[src/rtl/alu_seq_divider.sv]
// Sequential unsigned divider that drives the shared execute-stage ALU.
// One restoring-division step per cycle: the ALU subtractor produces the
// trial difference, and an unsigned compare decides whether to keep it.
//
// Handshake: start is only sampled in IDLE, and nothing is queued. busy is
// high in CHECK and ITER. done pulses for one cycle with valid results.
// quotient, remainder and div_by_zero then hold until the next DONE.
module alu_seq_divider #(
   parameter int WIDTH = 32,
   parameter int CNT_W = 6
) (
   input  logic             clk,
   input  logic             rst_n,
   input  logic             start,
   input  logic [WIDTH-1:0] dividend,
   input  logic [WIDTH-1:0] divisor,
   output logic             busy,
   output logic             done,
   output logic [WIDTH-1:0] quotient,
   output logic [WIDTH-1:0] remainder,
   output logic             div_by_zero,
   output logic [WIDTH-1:0] alu_a,
   output logic [WIDTH-1:0] alu_b,
   output logic [3:0]       alu_ctrl,
   input  logic [WIDTH-1:0] alu_out,
   input  logic             alu_zero
);

   localparam logic [3:0] ALU_OR  = 4'b0001;
   localparam logic [3:0] ALU_ADD = 4'b0010;
   localparam logic [3:0] ALU_SUB = 4'b0110;

   typedef enum logic [1:0] {
      S_IDLE  = 2'd0,
      S_CHECK = 2'd1,
      S_ITER  = 2'd2,
      S_DONE  = 2'd3
   } state_t;

   // Current FSM state; checkers can bind to this signal directly.
   state_t           state;
   logic [WIDTH-1:0] q_r;   // dividend shifting out, quotient shifting in
   logic [WIDTH-1:0] d_r;   // latched divisor
   logic [WIDTH-1:0] r_r;   // partial remainder
   logic [CNT_W-1:0] cnt;   // remaining iteration steps

   logic [WIDTH:0]   t;
   logic             ge;
   logic [WIDTH-1:0] q_next;
   logic [WIDTH-1:0] r_next;

   // One restoring step. T[WIDTH] set means T already exceeds any divisor.
   // The compare is unsigned on purpose; ALU SLT would treat D as signed.
   always_comb begin
      t      = {r_r, q_r[WIDTH-1]};
      ge     = t[WIDTH] | (t[WIDTH-1:0] >= d_r);
      q_next = {q_r[WIDTH-2:0], ge};
      r_next = ge ? alu_out : t[WIDTH-1:0];
   end

   // ALU operand and operation select, decoded from state registers only.
   always_comb begin
      alu_a    = '0;
      alu_b    = '0;
      alu_ctrl = ALU_ADD;
      case (state)
         S_CHECK: begin
            alu_a    = d_r;
            alu_b    = '0;
            alu_ctrl = ALU_OR;
         end
         S_ITER: begin
            alu_a    = t[WIDTH-1:0];
            alu_b    = d_r;
            alu_ctrl = ALU_SUB;
         end
         default: begin
            alu_a    = '0;
            alu_b    = '0;
            alu_ctrl = ALU_ADD;
         end
      endcase
   end

   // Control FSM with registered status and result outputs.
   always_ff @(posedge clk) begin
      if (!rst_n) begin
         state       <= S_IDLE;
         q_r         <= '0;
         d_r         <= '0;
         r_r         <= '0;
         cnt         <= '0;
         busy        <= 1'b0;
         done        <= 1'b0;
         quotient    <= '0;
         remainder   <= '0;
         div_by_zero <= 1'b0;
      end else begin
         case (state)
            S_IDLE: begin
               done <= 1'b0;
               if (start) begin
                  q_r   <= dividend;
                  d_r   <= divisor;
                  r_r   <= '0;
                  busy  <= 1'b1;
                  state <= S_CHECK;
               end
            end
            S_CHECK: begin
               // D OR 0 through the ALU: the zero flag says the divisor is 0.
               if (alu_zero) begin
                  quotient    <= '1;
                  remainder   <= q_r;
                  div_by_zero <= 1'b1;
                  done        <= 1'b1;
                  busy        <= 1'b0;
                  state       <= S_DONE;
               end else begin
                  cnt   <= CNT_W'(WIDTH);
                  state <= S_ITER;
               end
            end
            S_ITER: begin
               r_r <= r_next;
               q_r <= q_next;
               cnt <= cnt - CNT_W'(1);
               if (cnt == CNT_W'(1)) begin
                  quotient    <= q_next;
                  remainder   <= r_next;
                  div_by_zero <= 1'b0;
                  done        <= 1'b1;
                  busy        <= 1'b0;
                  state       <= S_DONE;
               end
            end
            S_DONE: begin
               // start is ignored here; it is taken in the following IDLE.
               done  <= 1'b0;
               state <= S_IDLE;
            end
            default: begin
               state <= S_IDLE;
            end
         endcase
      end
   end

endmodule

[config.mk]
export PLATFORM = sky130hd
export DESIGN_NAME = alu_seq_divider
export DESIGN_NICKNAME = d
export VERILOG_FILES = /design/src/rtl/alu_seq_divider.sv
export SDC_FILE = /design/constraint.sdc
export NUM_CORES = 1
export LEC_CHECK = 0
export ABC_AREA = 1
export CAP_MARGIN = 0
export CORE_MARGIN = 1.5
export CORE_UTILIZATION = 30
export CTS_BUF_LIST = sky130_fd_sc_hd__clkbuf_8
export CTS_CLUSTER_DIAMETER = 30
export CTS_CLUSTER_SIZE = 40
export DETAILED_ROUTE_END_ITERATION = 6
export PLACE_DENSITY_LB_ADDON = 0.05
export SKIP_CTS_REPAIR_TIMING = 1
export SLEW_MARGIN = 5
export SYNTH_ARGS = -nofsm -noshare
export SYNTH_HDL_FRONTEND = slang
export SYNTH_SLANG_ARGS = --single-unit
[constraint.sdc]
create_clock -name clk -period 6.1 [get_ports clk]
set_input_delay 1.83 -clock clk [delete_from_list [all_inputs] [get_ports clk]]
set_output_delay 1.83 -clock clk [all_outputs]
set_load 0.1 [all_outputs]
==> impl_results.html <==
<table>
<tr><th>Metric</th><th>Value</th></tr>
<tr><th colspan="2">Run status</th></tr>
<tr><td>Run status</td><td>finished, final reports clean</td></tr>
<tr><th colspan="2">Synth</th></tr>
<tr><td>Post-synth cell types</td><td>32</td></tr>
<tr><td>Number of warning messages in the yosys log</td><td>0</td></tr>
<tr><td>Area share of the largest cell type after synthesis</td><td>38.95%</td></tr>
<tr><td>Number of synthesized flops with an enable pin</td><td>0</td></tr>
<tr><td>Post-Syn Instances</td><td>1260</td></tr>
<tr><td>XOR/XNOR share of the synthesized area</td><td>0.1993%</td></tr>
<tr><td>Cell taking the most area after synthesis</td><td>sky130_fd_sc_hd__dfxtp_1</td></tr>
<tr><td>Area fraction in compound gates after synthesis</td><td>21.26%</td></tr>
<tr><td>Portion of netlist area occupied by mux cells</td><td>0%</td></tr>
<tr><td>Syn Std Cell Area</td><td>0.008788 mm2</td></tr>
<tr><td>Area share of fa/ha/maj cells after synthesis</td><td>5.552%</td></tr>
<tr><td>Mean cell area of the mapped netlist</td><td>6.975 um2</td></tr>
<tr><td>Post-synthesis simple-gate area fraction</td><td>22.42%</td></tr>
<tr><td>Synth async-reset ratio</td><td>0%</td></tr>
<tr><td>FF+latch count, synth</td><td>171</td></tr>
<tr><td>Main combinational cell family by area after synthesis</td><td>simple AND/OR/NAND/NOR gates</td></tr>
<tr><td>Post-synthesis net count</td><td>1399</td></tr>
<tr><td>Prevailing post-synth register cell</td><td>sky130_fd_sc_hd__dfxtp_1</td></tr>
<tr><td>Sequential-to-total area share from yosys stat</td><td>38.95%</td></tr>
<tr><td>Leading post-synthesis cells by cell area</td><td>sky130_fd_sc_hd__dfxtp_1 39%, sky130_fd_sc_hd__nand2_1 10%, sky130_fd_sc_hd__a21oi_1 8.4%</td></tr>
<tr><th colspan="2">Global routing</th></tr>
<tr><td>Overall overflow remaining after global route</td><td>0</td></tr>
<tr><td>Antenna violations before repair</td><td>0</td></tr>
<tr><td>Wire length of the first global-routing pass</td><td>49070 um</td></tr>
<tr><td>Number of global-route vias before repair</td><td>8853</td></tr>
<tr><td>Total track usage</td><td>20.49%</td></tr>
<tr><td>Maximum number of pins on one net before global-route repair</td><td>103</td></tr>
<tr><th colspan="2">Hold path</th></tr>
<tr><td>Class of the most critical hold timing path</td><td>flop to flop</td></tr>
<tr><th colspan="2">Detailed routing</th></tr>
<tr><td>Number of violations reported at the end of detailed-routing iteration 0</td><td>496</td></tr>
<tr><td>Detail-routed net length per standard cell</td><td>16.96 um</td></tr>
<tr><td>Detailed-route wire length</td><td>30960 um</td></tr>
<tr><td>Number of routed nets with antenna violations</td><td>0</td></tr>
<tr><td>Via density per instance</td><td>4.919</td></tr>
<tr><td>Via total after detailed routing</td><td>8983</td></tr>
<tr><td>DRC violation count after routing</td><td>0</td></tr>
<tr><td>DRT Pass-1 Iters</td><td>5</td></tr>
<tr><th colspan="2">Clock network</th></tr>
<tr><td>Count of H-tree levels built during CTS</td><td>4</td></tr>
<tr><td>Clock tree from TritonCTS</td><td>done</td></tr>
<tr><td>Clock latency of the later-clocked register in the worst-skew pair</td><td>470 ps</td></tr>
<tr><td>Register clock-pin slew on the reported worst setup and hold paths</td><td>120 ps</td></tr>
<tr><td>TritonCTS Buffers</td><td>17</td></tr>
<tr><td>Maximum root-to-sink buffer count</td><td>2</td></tr>
<tr><td>Sink count of the clock tree</td><td>171</td></tr>
<tr><td>CTS Root Buffer Type</td><td>sky130_fd_sc_hd__clkbuf_8</td></tr>
<tr><th colspan="2">Worst setup path</th></tr>
<tr><td>Slack of the worst reg-to-reg path</td><td>2210 ps</td></tr>
<tr><td>CP endpoint kind</td><td>primary output</td></tr>
<tr><td>WS Path Type</td><td>flop to primary output</td></tr>
<tr><td>Type of element launching the critical path</td><td>flop</td></tr>
<tr><td>Launch instance of the worst register-to-register path</td><td>state[0]$_SDFFE_PN0P_</td></tr>
<tr><td>Depth of the most critical reg-to-reg path</td><td>9</td></tr>
<tr><td>Critical Path AT</td><td>3000 ps</td></tr>
<tr><td>Highest net fanout along the worst path</td><td>66</td></tr>
<tr><td>Critical path capture point</td><td>alu_a[31]</td></tr>
<tr><td>Worst flop-to-flop path endpoint</td><td>q_r[3]$_SDFFE_PN0P_</td></tr>
<tr><td>Worst endpoint required time</td><td>4270 ps</td></tr>
<tr><td>Startpoint of the most critical setup path</td><td>state[0]$_SDFFE_PN0P_</td></tr>
<tr><th colspan="2">Timing</th></tr>
<tr><td>Setup total negative slack</td><td>0 ps</td></tr>
<tr><td>Final number of hold-violating endpoints</td><td>0</td></tr>
<tr><td>Post-route clock period utilization</td><td>79.20%</td></tr>
<tr><td>Final max-slew violation count</td><td>0</td></tr>
<tr><td>Worst relative slew slack</td><td>21.16%</td></tr>
<tr><td>Clock period minus worst slack</td><td>4831 ps</td></tr>
<tr><td>Crit path setup slack, layout</td><td>1269 ps</td></tr>
<tr><td>Highest Clock Rate</td><td>0.2070 GHz</td></tr>
<tr><td>Total of endpoints with negative setup slack in the final report</td><td>0</td></tr>
<tr><td>Transition time at the pin with the least slew margin</td><td>1183 ps</td></tr>
<tr><td>Max Clock Skew</td><td>23.72 ps</td></tr>
<tr><td>RSZ-0062 raised after global routing</td><td>no</td></tr>
<tr><th colspan="2">Cells and area</th></tr>
<tr><td>Ant. Diodes</td><td>0</td></tr>
<tr><td>Post-layout nets</td><td>1568</td></tr>
<tr><td>Synth-to-Final Area Change</td><td>32.72%</td></tr>
<tr><td>Final standard cell count with taps included and fillers excluded</td><td>1826</td></tr>
<tr><td>Utilization of the core after routing</td><td>40.53%</td></tr>
<tr><td>Layout cell share with drive strength beyond 1</td><td>6.449%</td></tr>
<tr><th colspan="2">Power and ir drop</th></tr>
<tr><td>Power per Cell Area</td><td>630.7 mW/mm2</td></tr>
<tr><td>Leakage</td><td>4.774 nW</td></tr>
<tr><td>Relative contribution of sequential cells to total power</td><td>25.2%</td></tr>
<tr><td>Part of the power in combinational logic</td><td>63.1%</td></tr>
<tr><td>Fraction of power spent switching nets</td><td>59.37%</td></tr>
<tr><td>Clk network pwr share</td><td>11.8%</td></tr>
<tr><td>Internal cell power</td><td>0.002989 W</td></tr>
<tr><td>Worst-case vdd ir drop</td><td>0.0002493 V</td></tr>
<tr><td>Switching power summed over all nets</td><td>0.004367 W</td></tr>
<tr><th colspan="2">Floorplanning</th></tr>
<tr><td>Die area</td><td>0.03033 mm2</td></tr>
<tr><td>Num ports</td><td>235</td></tr>
<tr><td>Die span in x</td><td>174.2 um</td></tr>
<tr><td>Starting utilization of the core area</td><td>30.54%</td></tr>
<tr><td>Die Ht</td><td>174.2 um</td></tr>
<tr><td>CORE AREA</td><td>0.02878 mm2</td></tr>
<tr><td>Floorplan row count</td><td>62</td></tr>
<tr><th colspan="2">Place</th></tr>
<tr><td>Placed cell count</td><td>1794</td></tr>
<tr><td>Setup WS pre-CTS</td><td>1701 ps</td></tr>
<tr><td>Number of buffer cells added on primary ports</td><td>233</td></tr>
<tr><td>Weighted congestion reported at the end of routability-driven placement</td><td>0.7918</td></tr>
<tr><td>Placed wire-length estimate after detailed placement</td><td>21150 um</td></tr>
<tr><th colspan="2">Job</th></tr>
<tr><td>Maximum capacitance violations</td><td>0</td></tr>
</table>
## power groups by stage
stage	Sequential, W	Combinational, W	Clock [W]
2_1_floorplan	0.00283	0.00249	0
3_3_place_gp	0.00189	0.00468	0
3_5_place_dp	0.00189	0.00468	0
4_1_cts	0.00186	0.00469	0.000894
5_1_grt	0.00191	0.00505	0.000941
6_report	0.00185	0.00464	0.000865
## cells in the final DEF, fill, tap and decap left out, types with 3 or more instances in the layout
| cell | instances |
|---|---|
| sky130_fd_sc_hd__nand2_1 | 242 |
| sky130_fd_sc_hd__clkdlybuf4s50_1 | 200 |
| sky130_fd_sc_hd__dfxtp_1 | 171 |
| sky130_fd_sc_hd__inv_1 | 154 |
| sky130_fd_sc_hd__a21oi_1 | 148 |
| sky130_fd_sc_hd__o21ai_0 | 94 |
| sky130_fd_sc_hd__nor2_1 | 84 |
| sky130_fd_sc_hd__nand3_1 | 68 |
| sky130_fd_sc_hd__buf_4 | 44 |
| sky130_fd_sc_hd__ha_1 | 38 |
| sky130_fd_sc_hd__nand4_1 | 34 |
| sky130_fd_sc_hd__a22oi_1 | 32 |
| sky130_fd_sc_hd__nor3_1 | 31 |
| sky130_fd_sc_hd__a311oi_1 | 28 |
| sky130_fd_sc_hd__clkbuf_8 | 18 |
| sky130_fd_sc_hd__o21ai_1 | 9 |
| sky130_fd_sc_hd__inv_2 | 5 |
| sky130_fd_sc_hd__inv_8 | 5 |
| sky130_fd_sc_hd__clkinv_4 | 4 |
| sky130_fd_sc_hd__a31oi_1 | 3 |
| sky130_fd_sc_hd__a211oi_1 | 3 |
## synthesized netlist by cell type (2+ instances only)
| cell type | number |
|---|---|
| sky130_fd_sc_hd__a211oi_1 | 3 |
| sky130_fd_sc_hd__a21o_1 | 2 |
| sky130_fd_sc_hd__a21oi_1 | 148 |
| sky130_fd_sc_hd__a22oi_1 | 32 |
| sky130_fd_sc_hd__a311oi_1 | 28 |
| sky130_fd_sc_hd__a31oi_1 | 3 |
| sky130_fd_sc_hd__buf_1 | 13 |
| sky130_fd_sc_hd__buf_2 | 12 |
| sky130_fd_sc_hd__buf_4 | 5 |
| sky130_fd_sc_hd__buf_6 | 4 |
| sky130_fd_sc_hd__clkbuf_1 | 61 |
| sky130_fd_sc_hd__dfxtp_1 | 171 |
| sky130_fd_sc_hd__ha_1 | 39 |
| sky130_fd_sc_hd__inv_1 | 154 |
| sky130_fd_sc_hd__inv_2 | 5 |
| sky130_fd_sc_hd__nand2_1 | 243 |
| sky130_fd_sc_hd__nand3_1 | 68 |
| sky130_fd_sc_hd__nand4_1 | 34 |
| sky130_fd_sc_hd__nor2_1 | 85 |
| sky130_fd_sc_hd__nor3_1 | 31 |
| sky130_fd_sc_hd__o211ai_1 | 2 |
| sky130_fd_sc_hd__o21a_1 | 2 |
| sky130_fd_sc_hd__o21ai_0 | 95 |
| sky130_fd_sc_hd__o21ai_1 | 9 |
| sky130_fd_sc_hd__o21ai_2 | 3 |
| sky130_fd_sc_hd__xor2_1 | 2 |
## cells by family (layout without fill, tap and decap cells)
logic type,after synthesis,in the layout
AO/OA/AOI/OAI,328,328
other,1,1
adder cells (fa/ha/maj),39,39
flip-flops,171,171
AND/OR/NAND/NOR,465,465
buffers and inverters,254,436
XOR/XNOR,2,2
## layout make-up
class | instances | area, um2
clock inverters | 14 | 171.4
inverters | 159 | 596.8
well taps | 384 | 480.5
repair buffers | 245 | 2352
multi-input cells | 835 | 4392
fillers | 3097 | 17120
clock buffers | 18 | 247.7
flip-flops and latches | 171 | 3423
## stage by stage
step	total power, W	area (um2)	hold WS (ps)
2_1_floorplan	0.005321	8788	457.2
3_3_place_gp	0.006567	11240	480.5
3_5_place_dp	0.006561	11240	483.1
4_1_cts	0.007446	11660	500.9
5_1_grt	0.007903	11660	529.4
6_report	0.007356	11660	499.3
## worst min path at each step
stage,startpoint,to,slack (ps),cells past startpoint
2_1_floorplan,q_r[0]$_SDFFE_PN0P_,q_r[0]$_SDFFE_PN0P_,460,2
3_3_place_gp,cnt[1]$_SDFFE_PN0P_,cnt[1]$_SDFFE_PN0P_,480,2
3_5_place_dp,d_r[27]$_SDFFE_PN0P_,d_r[27]$_SDFFE_PN0P_,480,2
4_1_cts,cnt[1]$_SDFFE_PN0P_,cnt[1]$_SDFFE_PN0P_,500,2
5_1_grt,d_r[29]$_SDFFE_PN0P_,d_r[29]$_SDFFE_PN0P_,530,2
6_report,d_r[27]$_SDFFE_PN0P_,d_r[27]$_SDFFE_PN0P_,500,2
## metal layers
layer	up-vias	track usage, %	part of all wire (%)
li1	4546	-	-
met1	4217	25.58	44
met2	204	36.62	51
met3	16	3.740	3.8
met4	0	4.310	1.0
met5	-	0	0
## worst max-delay path, stage by stage, from the launching register on
cell and delay [ps]:
sky130_fd_sc_hd__dfxtp_1 360, sky130_fd_sc_hd__inv_1 170, sky130_fd_sc_hd__ha_4 630, sky130_fd_sc_hd__buf_4 740, sky130_fd_sc_hd__nand2_1 110, sky130_fd_sc_hd__a21oi_1 150
sky130_fd_sc_hd__buf_4 330
## registers in the layout, indices dropped and copies added (netlist names)
name	cells
q_r	32
r_r	32
d_r	32
remainder	32
cnt	6
busy	1
done	1
quotient	32
state	2
div_by_zero	1
No activity file was read; power rests on OpenSTA's default activity.
